**config.mk**
```make
export PLATFORM = sky130hd
export DESIGN_NAME = midi_tx_encoder_flat
export DESIGN_NICKNAME = d
export VERILOG_FILES = /design/src/rtl/midi_pkg.sv /design/src/rtl/midi_tx_encoder_if.sv /design/src/rtl/midi_rs_timer.sv /design/src/rtl/midi_tx_encoder.sv /design/src/flat_wrapper.sv
export SDC_FILE = /design/constraint.sdc
export NUM_CORES = 1
export LEC_CHECK = 0
export CORE_MARGIN = 2
export CORE_UTILIZATION = 30
export DETAILED_ROUTE_END_ITERATION = 7
export PLACE_DENSITY_LB_ADDON = 0.1
export SLEW_MARGIN = 20
export SYNTH_ARGS = -nofsm -noshare
export SYNTH_HDL_FRONTEND = slang
export SYNTH_SLANG_ARGS = --single-unit
```
**constraint.sdc**
```tcl
create_clock -name clk -period 2.3 [get_ports clk]
set_input_delay 0.575 -clock clk [delete_from_list [all_inputs] [get_ports clk]]
set_output_delay 0.575 -clock clk [all_outputs]
set_load 0.03 [all_outputs]
```
**src/rtl/midi_pkg.sv**
```systemverilog
// Shared MIDI definitions for the transmit encoder and the byte parser.
// Holds the command codes carried in status-byte bits 6:4, the
// system-reset byte, the encoder FSM state type, and msg_len(), which maps a
// command to its total message length in bytes.
package midi_pkg;

    typedef enum logic [2:0] {
        CMD_NOTE_OFF   = 3'b000,
        CMD_NOTE_ON    = 3'b001,
        CMD_POLY_PRESS = 3'b010,
        CMD_CTRL       = 3'b011,
        CMD_PROG       = 3'b100,
        CMD_CHAN_PRESS = 3'b101,
        CMD_PITCH      = 3'b110,
        CMD_SYSTEM     = 3'b111
    } midi_cmd_e;

    localparam logic [7:0] SYS_RESET = 8'hFF;

    typedef enum logic [1:0] {
        ST_IDLE   = 2'd0,
        ST_STATUS = 2'd1,
        ST_DATA1  = 2'd2,
        ST_DATA2  = 2'd3
    } tx_state_e;

    // Total bytes on the wire for a command, status byte included.
    function automatic logic [1:0] msg_len(input logic [2:0] cmd);
        logic [1:0] len;
        case (cmd)
            CMD_PROG, CMD_CHAN_PRESS: len = 2'd2;
            CMD_SYSTEM:               len = 2'd1;
            default:                  len = 2'd3;
        endcase
        return len;
    endfunction

endpackage

```
**src/rtl/midi_tx_encoder_if.sv**
```systemverilog
// Event-request and byte-stream bundle of the MIDI transmit encoder.
//   req_*    : one decoded event per valid/ready handshake
//   tx_*     : serialised bytes towards the UART, valid/ready handshake
//   busy     : a message is in progress
// Modport slave is the encoder side, master is the event source / UART side.
interface midi_tx_encoder_if;

    logic       req_valid;
    logic       req_ready;
    logic [2:0] req_cmd;
    logic [3:0] req_channel;
    logic [6:0] req_note;
    logic [6:0] req_velocity;
    logic       tx_valid;
    logic [7:0] tx_data;
    logic       tx_ready;
    logic       busy;

    modport slave (
        input  req_valid, req_cmd, req_channel, req_note, req_velocity, tx_ready,
        output req_ready, tx_valid, tx_data, busy
    );

    modport master (
        output req_valid, req_cmd, req_channel, req_note, req_velocity, tx_ready,
        input  req_ready, tx_valid, tx_data, busy
    );

endinterface

```
**src/rtl/midi_rs_timer.sv**
```systemverilog
// Running-status inactivity timer.
//   clk, rst_n : clock, asynchronous active-low reset
//   byte_xfer  : a byte was handed to the UART this cycle (restarts the count)
//   rs_expire  : count has reached RS_TIMEOUT; running status is stale
// The counter saturates, so rs_expire stays high until the next byte moves.
module midi_rs_timer #(
    parameter int unsigned RS_TIMEOUT = 1000000
) (
    input  logic clk,
    input  logic rst_n,
    input  logic byte_xfer,
    output logic rs_expire
);

    localparam int CNT_W = $clog2(RS_TIMEOUT + 1);
    localparam logic [CNT_W-1:0] CNT_MAX = CNT_W'(RS_TIMEOUT);

    logic [CNT_W-1:0] cnt;

    always_ff @(posedge clk or negedge rst_n) begin
        if (!rst_n) begin
            cnt <= '0;
        end else if (byte_xfer) begin
            cnt <= '0;
        end else if (cnt != CNT_MAX) begin
            cnt <= cnt + CNT_W'(1);
        end
    end

    assign rs_expire = (cnt == CNT_MAX);

endmodule

```
**src/rtl/midi_tx_encoder.sv**
```systemverilog
// MIDI transmit encoder: serialises one decoded event (command, channel,
// note, velocity) into a 1..3 byte MIDI stream for a UART transmitter, with
// optional running-status suppression of repeated status bytes.
//   clk, rst_n : clock, asynchronous active-low reset
//   bus        : midi_tx_encoder_if.slave (request handshake, tx byte
//                handshake, busy)
module midi_tx_encoder #(
    parameter bit          RUNNING_STATUS = 1'b1,
    parameter int unsigned RS_TIMEOUT     = 1000000
) (
    input  logic               clk,
    input  logic               rst_n,
    midi_tx_encoder_if.slave   bus
);

    import midi_pkg::*;

    tx_state_e  state, state_nxt;
    logic       tx_valid_q, tx_valid_nxt;
    logic [7:0] tx_data_q, tx_data_nxt;

    logic [7:0] status_q;
    logic [6:0] note_q;
    logic [6:0] vel_q;
    logic [1:0] len_q;

    logic [7:0] rs_last;
    logic       rs_valid;
    logic       rs_expire;

    logic       accept;
    logic       xfer;
    logic [7:0] req_status;
    logic [1:0] req_len;
    logic [7:0] req_first_data;
    logic [7:0] cap_first_data;
    logic       suppress;

    assign accept     = bus.req_valid && bus.req_ready;
    assign xfer       = tx_valid_q && bus.tx_ready;
    assign req_status = {1'b1, bus.req_cmd, bus.req_channel};
    assign req_len    = msg_len(bus.req_cmd);

    // Two-byte commands carry velocity as their only data byte.
    assign req_first_data = (req_len == 2'd2) ? {1'b0, bus.req_velocity}
                                              : {1'b0, bus.req_note};
    assign cap_first_data = (len_q == 2'd2) ? {1'b0, vel_q} : {1'b0, note_q};

    // System messages never use running status; every other command has at
    // least one data byte, so a suppressed message still has bytes to send.
    assign suppress = RUNNING_STATUS && rs_valid && (req_status == rs_last)
                      && (bus.req_cmd != CMD_SYSTEM);

    // Ready is forced low while reset is held, and rises as soon as it lifts.
    assign bus.req_ready = rst_n && (state == ST_IDLE);
    assign bus.tx_valid  = tx_valid_q;
    assign bus.tx_data   = tx_data_q;
    assign bus.busy      = (state != ST_IDLE);

    always_ff @(posedge clk or negedge rst_n) begin
        if (!rst_n) begin
            state      <= ST_IDLE;
            tx_valid_q <= 1'b0;
            tx_data_q  <= 8'h00;
        end else begin
            state      <= state_nxt;
            tx_valid_q <= tx_valid_nxt;
            tx_data_q  <= tx_data_nxt;
        end
    end

    always_comb begin
        state_nxt    = state;
        tx_valid_nxt = tx_valid_q;
        tx_data_nxt  = tx_data_q;
        case (state)
            ST_IDLE: begin
                if (accept) begin
                    tx_valid_nxt = 1'b1;
                    if (suppress) begin
                        state_nxt   = ST_DATA1;
                        tx_data_nxt = req_first_data;
                    end else begin
                        state_nxt   = ST_STATUS;
                        tx_data_nxt = req_status;
                    end
                end
            end
            ST_STATUS: begin
                if (xfer) begin
                    if (len_q > 2'd1) begin
                        state_nxt   = ST_DATA1;
                        tx_data_nxt = cap_first_data;
                    end else begin
                        state_nxt    = ST_IDLE;
                        tx_valid_nxt = 1'b0;
                    end
                end
            end
            ST_DATA1: begin
                if (xfer) begin
                    if (len_q == 2'd3) begin
                        state_nxt   = ST_DATA2;
                        tx_data_nxt = {1'b0, vel_q};
                    end else begin
                        state_nxt    = ST_IDLE;
                        tx_valid_nxt = 1'b0;
                    end
                end
            end
            ST_DATA2: begin
                if (xfer) begin
                    state_nxt    = ST_IDLE;
                    tx_valid_nxt = 1'b0;
                end
            end
            default: begin
                state_nxt    = ST_IDLE;
                tx_valid_nxt = 1'b0;
            end
        endcase
    end

    // Event fields are only read while a message is in flight, so they need
    // no reset.
    always_ff @(posedge clk) begin
        if (accept) begin
            status_q <= req_status;
            note_q   <= bus.req_note;
            vel_q    <= bus.req_velocity;
            len_q    <= req_len;
        end
    end

    // A sent status byte arms running status; a system message or a long
    // quiet period disarms it. A status transfer wins over a stale expire.
    always_ff @(posedge clk or negedge rst_n) begin
        if (!rst_n) begin
            rs_valid <= 1'b0;
            rs_last  <= 8'h00;
        end else if ((state == ST_STATUS) && xfer) begin
            if (status_q[6:4] == CMD_SYSTEM) begin
                rs_valid <= 1'b0;
            end else begin
                rs_valid <= 1'b1;
                rs_last  <= status_q;
            end
        end else if (rs_expire) begin
            rs_valid <= 1'b0;
        end
    end

    midi_rs_timer #(
        .RS_TIMEOUT (RS_TIMEOUT)
    ) u_rs_timer (
        .clk       (clk),
        .rst_n     (rst_n),
        .byte_xfer (xfer),
        .rs_expire (rs_expire)
    );

endmodule

```
**src/flat_wrapper.sv**
```systemverilog
// flat-port wrapper written by rule: the top's interface ports become plain ports
module midi_tx_encoder_flat import midi_pkg::*;
#(
    parameter bit          RUNNING_STATUS = 1'b1,
    parameter int unsigned RS_TIMEOUT     = 1000000
)
  (clk, rst_n, bus_req_valid, bus_req_cmd, bus_req_channel, bus_req_note, bus_req_velocity, bus_tx_ready, bus_req_ready, bus_tx_valid, bus_tx_data, bus_busy);
  midi_tx_encoder_if bus_i ();
  input  logic clk;
  input  logic rst_n;
  input wire logic [$bits(bus_i.req_valid)-1:0] bus_req_valid;
  input wire logic [$bits(bus_i.req_cmd)-1:0] bus_req_cmd;
  input wire logic [$bits(bus_i.req_channel)-1:0] bus_req_channel;
  input wire logic [$bits(bus_i.req_note)-1:0] bus_req_note;
  input wire logic [$bits(bus_i.req_velocity)-1:0] bus_req_velocity;
  input wire logic [$bits(bus_i.tx_ready)-1:0] bus_tx_ready;
  output wire logic [$bits(bus_i.req_ready)-1:0] bus_req_ready;
  output wire logic [$bits(bus_i.tx_valid)-1:0] bus_tx_valid;
  output wire logic [$bits(bus_i.tx_data)-1:0] bus_tx_data;
  output wire logic [$bits(bus_i.busy)-1:0] bus_busy;
  assign bus_i.req_valid = bus_req_valid;
  assign bus_i.req_cmd = bus_req_cmd;
  assign bus_i.req_channel = bus_req_channel;
  assign bus_i.req_note = bus_req_note;
  assign bus_i.req_velocity = bus_req_velocity;
  assign bus_i.tx_ready = bus_tx_ready;
  assign bus_req_ready = bus_i.req_ready;
  assign bus_tx_valid = bus_i.tx_valid;
  assign bus_tx_data = bus_i.tx_data;
  assign bus_busy = bus_i.busy;
  midi_tx_encoder #(.RUNNING_STATUS(RUNNING_STATUS), .RS_TIMEOUT(RS_TIMEOUT)) u_core (.clk(clk), .rst_n(rst_n), .bus(bus_i));
endmodule
```
==> run summary, run 1 <==
Port bufs: 35
I/O pin count: 36
# DRC: 0
GR Util met1: 0.2128
Worst EP required: 2530 ps
Post-Syn Area: 3131 µm²
Buf/Inv on CP: 3
Final hold vios: 0
Initial antenna violation count: 0
Vias in the first global route: 2272
Max-cap violations: 0
Initial core utilization: 0.3060
Most frequent cells in the layout: dfrtp_1 (40), nand2_1 (35), nor2_1 (32)
Layout cell share with drive strength beyond 1: 0.1855
Switching power of the nets: 493.6 µW
Status: complete, no violations
CP arrival: 2480 ps
Setup Viol. Count Final: 0
Gate power share: 0.052
Hold buffer count at cts: 0
CP Launch Point: bus_req_cmd[2]
Maximum fanout along the worst path: 5
GRT met2 Usage: 0.2056
Synth area leaders: dfrtp_1 (32%), edfxtp_1 (22%), mux2_2 (5.0%)
Worst setup EP type: flop
Critical-path top delay cell: or4_4
Fin area: 3974 µm²
HPWL after detailed placement: 5296 µm
Reg power frac: 0.519
Leakage power total: 1.670 nW
First-pass GRT wire length: 12370 µm
CTS tree: built
Vias per std cell: 4.715
Diodes inserted: 0
GPL Wtd Cong: 0.7346
Cells along the critical path: dlygate4sd2_1 > buf_4 > nor2_1 > a21oi_1 > or4_4 > buf_4 > mux2_4 > a221o_1
CTS HTree Levels: 3
DIE WIDTH: 106.2 µm
Std cell rows: 37
Cell Pwr Density: 564.7 nW/µm²
Synth warn: 0
Drt wl/cell: 15.83 µm
Number of synthesized flops with an enable pin: 23
Clock Skew: 8.463 ps
Via count: 2268
Overflow left after global routing: 0
Ys async rst share: 0.6349
Post-Place Cell Area: 3776 µm²
Syn nets: 314
Core Footprint: 10230 µm²
Final slew viol count: 0
Final worst-path cycle share: 0.9804
Critical path class: in2reg
Post-CTS sizing: 12
Crit-path leading delay family: simple AND/OR/NAND/NOR gates
Yosys top cell area share: 0.3197
Die area: 11270 µm²
Latest clock arrival within the worst-skew pair: 340 ps
Sink Count: 63
Grt met3 use: 0.03556
First-iteration detailed-routing DRC count: 144
Initial DRT Pass Iterations: 4
Yosys cell types: 43
Max incr delay on CP: 550 ps
Post-synthesis sequential area ratio: 0.5404
Most common cell after layout, fill and taps aside: dfrtp_1
Peak supply drop: 0.2767 mV
Die height: 106.2 µm
Number of buffers created by CTS: 9
Cells after Synth: 282
Worst Hold Class: in2async
Synth Register Bits: 63
Largest net degree at the start of global routing: 41
Tmin final: 2255 ps
Remaining antenna violation count: 0
R2R Path Start: u_core.state[0]
Setup TNS: 0 ps
Max transition margin: 0.5622
Total routed wirelength: 7616 µm
Layout Nets: 372
RSZ-0062 raised after global routing: false
Clock root buffer: clkbuf_8
Post-Syn Area per Cell: 11.10 µm²
Primary FF master, synth: dfrtp_1
Post-CTS Setup Inserts: 0
Reg clk slew, reported paths: 80 ps
Startpoint types: input port
Worst-case clock buffer depth: 2
Post-synth top area cell: dfrtp_1
Switching Share: 0.2200
Clock share of power: 0.429
GRT busiest layer: met1
Area Overhead vs Synth: 26.94%
GRT Total Usage: 0.1446
Achievable frequency: 443.5 MHz
Internal: 1.750 mW
Worst-Margin Slew: 654.3 ps
Most frequent CP cell: buf_4
cell families after synthesis:
kind of cell               synth area share
and+or+nand+nor                      0.1779
DFF                                  0.5404
AOI/OAI and AO/OA                   0.07594
xor gates and xnor gates            0.06435
muxes                               0.08713
buffers and inverters               0.02638
adders and majority gates           0.02798
final cells by class:
cell class / instances / area, µm²
clock buffer: 11 / 141.4
clock inverter: 5 / 47.55
fill: 1042 / 6257
inverter: 8 / 30.03
multi-input combinational: 199 / 1360
sequential: 63 / 1692
tap: 136 / 170.2
timing repair buffer: 59 / 533.0
worst register-to-register path: cells and delay by family (launching register included):
kind	cells	cell delay (ps)
compound gates	4	770
fa+ha+maj	1	240
buf+inv	1	100
flops	1	400
simple gates	1	530
synth_stat cells (2+ instances only):
master	count
nand2_1	35
edfxtp_1	23
inv_1	8
or3_1	2
nor2b_1	2
xnor2_1	9
a221o_1	7
a21oi_1	7
nor3_1	2
nand4b_1	6
nand2b_1	2
nand4_1	8
clkbuf_1	10
dfrtp_1	40
xor2_1	14
and2_1	3
mux2_2	14
mux2_4	7
nor4_1	2
o211ai_1	6
ha_1	7
and3_1	5
o21ai_0	4
nor2_1	32
nand3_1	9
worst paths after layout:
path	endpoint	slack [ps]	cells past startpoint
setup / recovery	u_core.bus.tx_data[6]	50	8
hold / removal	u_core.state[0]	370	2
setup reg to reg	u_core.bus.tx_data[5]	200	7
hold reg to reg	u_core.rs_last[7]	470	1
max in group asynchronous	u_core.u_rs_timer.cnt[15]	1550	2
min in group clk	u_core.rs_last[7]	470	1
per-layer routing:
metal / up-vias / share of wire
met5: - / 0
met4: 0 / 0.011
met3: 7 / 0.045
met2: 45 / 0.43
li1: 1118 / -
met1: 1098 / 0.51
registers in the layout, indices dropped and copies added (netlist names):
register               cells
u_core.bus.tx_data         8
u_core.bus.tx_valid        1
u_core.len_q               2
u_core.note_q              7
u_core.rs_last             8
u_core.rs_valid            1
u_core.state               2
u_core.status_q            7
u_core.u_rs_timer.cnt     20
u_core.vel_q               7
power by group through the flow:
| stage | Combinational, mW | Sequential [mW] | Clock [mW] |
|---|---|---|---|
| 4_1_cts | 0.120 | 1.16 | 0.989 |
| 3_3_place_gp | 0.124 | 1.19 | 0 |
| 3_5_place_dp | 0.124 | 1.19 | 0 |
| 6_report | 0.116 | 1.16 | 0.963 |
| 2_1_floorplan | 0.0310 | 1.19 | 0 |
| 5_1_grt | 0.128 | 1.16 | 1.04 |
stage by stage:
| stage | util | hold WS [ps] | worst slack [ps] | power [mW] | std cells |
|---|---|---|---|---|---|
| final | 0.3884 | 368.9 | 45.18 | 2.244 | 481 |
| after floorplan | - | 279.4 | 131.6 | 1.221 | 282 |
| after detailed placement | 0.3691 | 456.3 | -542.2 | 1.311 | 464 |
| after global routing | 0.3884 | 445.6 | 10.57 | 2.334 | 481 |
| after CTS | 0.3884 | 410.1 | 59.94 | 2.273 | 481 |
| after global placement | 0.3691 | 455.3 | -528.5 | 1.312 | 464 |
(Power assumes the default switching activity.)
==> run 2: changes to the inputs <==
SKIP_CTS_REPAIR_TIMING = 1   (was unset)
==> run 2 against run 1 <==
  * Sequential cell count unchanged
  * Highest routed layer unchanged
  * Power about the same
  * Critical endpoint unchanged
  * Global-route usage decreased by 0.12 points
  * Worst setup slack improved by 140 ps
  * Cell count unchanged
==> run summary, run 2 (same netlist as run 1, synthesis figures left out) <==
Critical path class: in2reg
First-iteration detailed-routing DRC count: 151 (+4.9%)
Leakage power total: 1.722 nW (+3.2%)
Via count: 2264 (-0.18%)
Startpoint types: input port
Core Footprint: 10230 µm² (unchanged)
GRT Total Usage: 0.1435 (-0.001175)
Area Overhead vs Synth: 27.70%
Latest clock arrival within the worst-skew pair: 340 ps (about the same)
Status: complete, no violations
Worst-Margin Slew: 661.5 ps (+7.144 ps)
Max transition margin: 0.5574 (-0.004780)
Cells along the critical path: dlymetal6s2s_1 > buf_4 > nor2_1 > a21oi_1 > or4_4 > buf_2 > mux2_4 > a221o_1
CTS HTree Levels: 3 (unchanged)
Final hold vios: 0 (unchanged)
First-pass GRT wire length: 12280 µm (-0.72%)
Largest net degree at the start of global routing: 41 (unchanged)
Most frequent cells in the layout: dfrtp_1 (40), nand2_1 (35), nor2_1 (32)
# placed instances: 464 (unchanged)
Worst Hold Class: in2async
Die area: 11270 µm² (unchanged)
Post-layout util: 0.3907 (+0.002323)
CTS tree: built
Hold WS: 374.2 ps (+5.332 ps)
Worst-case clock buffer depth: 2 (unchanged)
Buf/Inv on CP: 3 (unchanged)
Setup Viol. Count Final: 0 (unchanged)
Final slew viol count: 0 (unchanged)
Peak supply drop: 0.2761 mV (-0.21%)
Total routed wirelength: 7591 µm (-0.33%)
Clock root buffer: clkbuf_8
Initial antenna violation count: 0 (unchanged)
Drt wl/cell: 15.78 µm (-0.33%)
Remaining antenna violation count: 0 (unchanged)
Setup slack after layout: 180.4 ps (+135.2 ps)
Clock Skew: 8.556 ps (+0.09340 ps)
Pre-CTS setup slack: -542.2 ps (unchanged)
Initial core utilization: 0.3060 (unchanged)
DIE WIDTH: 106.2 µm (unchanged)
Overflow left after global routing: 0 (unchanged)
Filler cells: 1038 (-0.38%)
Worst setup EP type: flop
Vias in the first global route: 2266 (-0.26%)
Fin cells: 481 (unchanged)
Layout Nets: 372 (unchanged)
Tmin final: 2120 ps (-135.2 ps)
# DRC: 0 (unchanged)
Most common cell after layout, fill and taps aside: dfrtp_1
Crit-path leading delay family: simple AND/OR/NAND/NOR gates
Maximum fanout along the worst path: 5 (unchanged)
Die height: 106.2 µm (unchanged)
CP arrival: 2350 ps (-130 ps)
Largest register FFs: 20 (unchanged)
Final worst-path cycle share: 0.9216 (-0.05880)
Diodes inserted: 0 (unchanged)
Achievable frequency: 471.8 MHz (+6.4%)
Vias per std cell: 4.707 (-0.18%)
Pwr Total: 2.245 mW (about the same)
HPWL after detailed placement: 5296 µm (unchanged)
Most flop-heavy register: u_core.u_rs_timer.cnt
Max-cap violations: 0 (unchanged)
Initial DRT Pass Iterations: 4 (unchanged)
Worst EP required: 2530 ps (about the same)
Layout cell share with drive strength beyond 1: 0.1855 (unchanged)
I/O pin count: 36 (unchanged)
Std cell rows: 37 (unchanged)
Port bufs: 35 (unchanged)
Number of buffers created by CTS: 9 (unchanged)
Cell Pwr Density: 561.5 nW/µm² (-0.56%)
Sink Count: 63 (unchanged)
Max incr delay on CP: 540 ps (about the same)
Reg clk slew, reported paths: 80 ps (about the same)
RSZ-0062 raised after global routing: false
GPL Wtd Cong: 0.7346 (unchanged)
Critical-path top delay cell: or4_4
run 2: area by class of cell:
type	count	area, µm²	share of cell area
repair buffers	59	556.8	0.1393
clock buffers	11	141.4	0.03537
clock inverters	5	47.55	0.01189
flip-flops and latches	63	1692	0.4232
well taps	136	170.2	0.04257
multi-input cells	199	1360	0.3402
inverters	8	30.03	0.007512
run 2: through the flow:
step	TNS (ps)	instance area, µm²
finish	0	3998
global route	0	3998
CTS	-1233	3965
detailed placement	-4237	3776
global placement	-4320	3776
floorplan	0	3131
run 2: final timing paths:
kind	startpoint	depth (start not counted)	endpoint	slack, ps
setup reg to reg	u_core.state[0]	7	u_core.bus.tx_data[2]	190
setup / recovery	bus_req_cmd[2]	8	u_core.bus.tx_data[6]	180
min in group clk	u_core.rs_last[7]	1	u_core.rs_last[7]	470
hold / removal	rst_n	2	u_core.state[0]	370
hold reg to reg	u_core.rs_last[7]	1	u_core.rs_last[7]	470
max in group asynchronous	rst_n	2	u_core.u_rs_timer.cnt[15]	1540
run 2: routing by layer:
metal,part of all wire,GRT usage
met1,0.52,0.2108
met4,0.011,0.05075
met2,0.43,0.2038
met3,0.043,0.03556
met5,0,0
run 2: power breakdown:
part | internal, mW | switching (mW) | total [mW] | leakage (nW)
Combinational | 0.0687 | 0.0504 | 0.119 | 0.914
Clock | 0.520 | 0.441 | 0.961 | 0.0982
Sequential | 1.16 | 0.000466 | 1.16 | 0.710
==> run 3: changes to the inputs <==
CORE_UTILIZATION = 45   (was 30)
==> run 3 against run 2 <==
  * Worst setup slack lost 7.4 ps
  * Final area shrank 0.63%
  * Critical endpoint is now u_core.bus.tx_data[0]
  * Clock-buffer cell count shrank 1
  * Largest power group unchanged
  * Clock skew grew 0.93 ps
==> run summary, run 3 (same netlist as run 1, synthesis figures left out) <==
Most flop-heavy register: u_core.u_rs_timer.cnt
Internal: 1.803 mW (+2.9%)
Via count: 2305 (+1.8%)
Initial antenna violation count: 0 (unchanged)
# DRC: 0 (unchanged)
Peak supply drop: 0.3398 mV (+23%)
Latest clock arrival within the worst-skew pair: 330 ps (about the same)
Layout cell share with drive strength beyond 1: 0.2029 (+0.01739)
Die area: 7640 µm² (-32%)
GRT Total Usage: 0.1995 (+0.05605)
Final slew viol count: 0 (unchanged)
Post-layout util: 0.5880 (+0.1972)
Worst Hold Class: in2async
FF-to-FF End: u_core.bus.tx_data[0]
Final worst-path cycle share: 0.9248 (+0.003208)
Port bufs: 35 (unchanged)
Startpoint types: flop
CP arrival: 2340 ps (about the same)
Max-cap violations: 0 (unchanged)
Remaining antenna violation count: 0 (unchanged)
Sink Count: 63 (unchanged)
Tmin final: 2127 ps (+7.378 ps)
CTS HTree Levels: 3 (unchanged)
First-iteration detailed-routing DRC count: 115 (-24%)
Total routed wirelength: 7090 µm (-6.6%)
Worst-Margin Slew: 563.3 ps (-98.14 ps)
Worst EP required: 2510 ps (-20 ps)
Clock Skew: 9.489 ps (+0.9332 ps)
First-pass GRT wire length: 11420 µm (-7.0%)
R2R Path Start: u_core.rs_last[3]
Std cell rows: 30 (-19%)
Largest register FFs: 20 (unchanged)
Maximum fanout along the worst path: 5 (unchanged)
HPWL after detailed placement: 4841 µm (-8.6%)
Final hold vios: 0 (unchanged)
Status: complete, no violations
R2R Setup Slk: 170 ps (-20 ps)
Drt wl/cell: 16.68 µm (+5.7%)
Setup Viol. Count Final: 0 (unchanged)
Die height: 87.41 µm (-18%)
Clock share of power: 0.441 (+0.013)
Cell Pwr Density: 579.7 nW/µm² (+3.2%)
Initial DRT Pass Iterations: 4 (unchanged)
Critical path class: reg2reg
Most frequent cells in the layout: dfrtp_1 (40), nand2_1 (35), nor2_1 (30)
Area Overhead vs Synth: 26.90%
Core Footprint: 6756 µm² (-34%)
Overflow left after global routing: 0 (unchanged)
Clock root buffer: clkbuf_8
Gate power share: 0.053 (about the same)
RSZ-0062 raised after global routing: false
Diodes inserted: 0 (unchanged)
Pwr Total: 2.303 mW (+2.6%)
I/O pin count: 36 (unchanged)
Largest net degree at the start of global routing: 41 (unchanged)
R2R cell count: 6 (-1)
Most common cell after layout, fill and taps aside: dfrtp_1
Vias per std cell: 5.424 (+15%)
Worst-case clock buffer depth: 2 (unchanged)
Worst setup EP type: flop
Achievable frequency: 470.2 MHz (-0.35%)
Fin cells: 425 (-12%)
GPL Wtd Cong: 0.8081 (+10%)
Reg clk slew, reported paths: 80 ps (about the same)
Initial core utilization: 0.4633 (+0.1574)
Layout Nets: 372 (unchanged)
CTS tree: built
Vias in the first global route: 2286 (+0.88%)
Switching power of the nets: 499.8 µW (+1.7%)
# placed instances: 407 (-12%)
Max transition margin: 0.6210 (+0.06359)
DIE WIDTH: 87.41 µm (-18%)
Number of buffers created by CTS: 9 (unchanged)
Reg power frac: 0.506 (-0.013)
Switching Share: 0.2170 (-0.001993)
Leakage power total: 1.728 nW (+0.32%)
run 3: routing by layer:
metal | up-vias | GRT usage | wire [µm]
met1 | 1149 | 0.2917 | 3606
met2 | 35 | 0.2982 | 3165
met4 | 0 | 0.05455 | 61
met5 | - | 0 | 0
li1 | 1117 | - | -
met3 | 4 | 0.04645 | 258
run 3: layout make-up:
type,instances,area [µm²]
Timing Repair Buffer,59,563.0
Inverter,8,30.03
Clock inverter,6,66.31
Tap cell,80,100.1
Sequential cell,63,1692
Clock buffer,10,148.9
Multi-Input combinational cell,199,1373
Fill cell,583,2784
run 3: power groups by stage:
stage / sequential [mW] / combinational (mW) / clock, mW
after global placement: 1.19 / 0.122 / 0
after CTS: 1.16 / 0.124 / 1.03
final: 1.16 / 0.122 / 1.02
after floorplan: 1.19 / 0.0310 / 0
after detailed placement: 1.19 / 0.124 / 0
after global routing: 1.16 / 0.134 / 1.09
run 3: worst max path at each step:
stage | from | end | depth (start not counted)
2_1_floorplan | bus_req_cmd[2] | u_core.bus.tx_data[0] | 6
3_3_place_gp | bus_req_channel[2] | u_core.bus.tx_data[1] | 7
3_5_place_dp | bus_req_channel[2] | u_core.bus.tx_data[6] | 7
4_1_cts | bus_req_channel[2] | u_core.bus.tx_data[0] | 7
5_1_grt | u_core.rs_last[2] | u_core.bus.tx_data[5] | 6
6_report | u_core.rs_last[3] | u_core.bus.tx_data[0] | 6
run 3: worst max-delay path, stage by stage, from the launching register on:
cell     delay (ps)
dfrtp_1         390
xnor2_1         180
nand3_1         100
or4_4           560
buf_6           160
mux2_4          290
a221o_1         320
run 3: through the flow:
stage / cell area (µm²) / setup TNS [ps] / worst slack (ps) / hold slack (ps)
after CTS: 3914 / -1080 / -160.2 / 435.6
after global placement: 3699 / -3678 / -467.7 / 448.5
final: 3973 / 0 / 173.0 / 415.6
after floorplan: 3131 / 0 / 131.6 / 279.4
after detailed placement: 3699 / -3814 / -484.9 / 457.6
after global routing: 3973 / 0 / 79.84 / 459.3
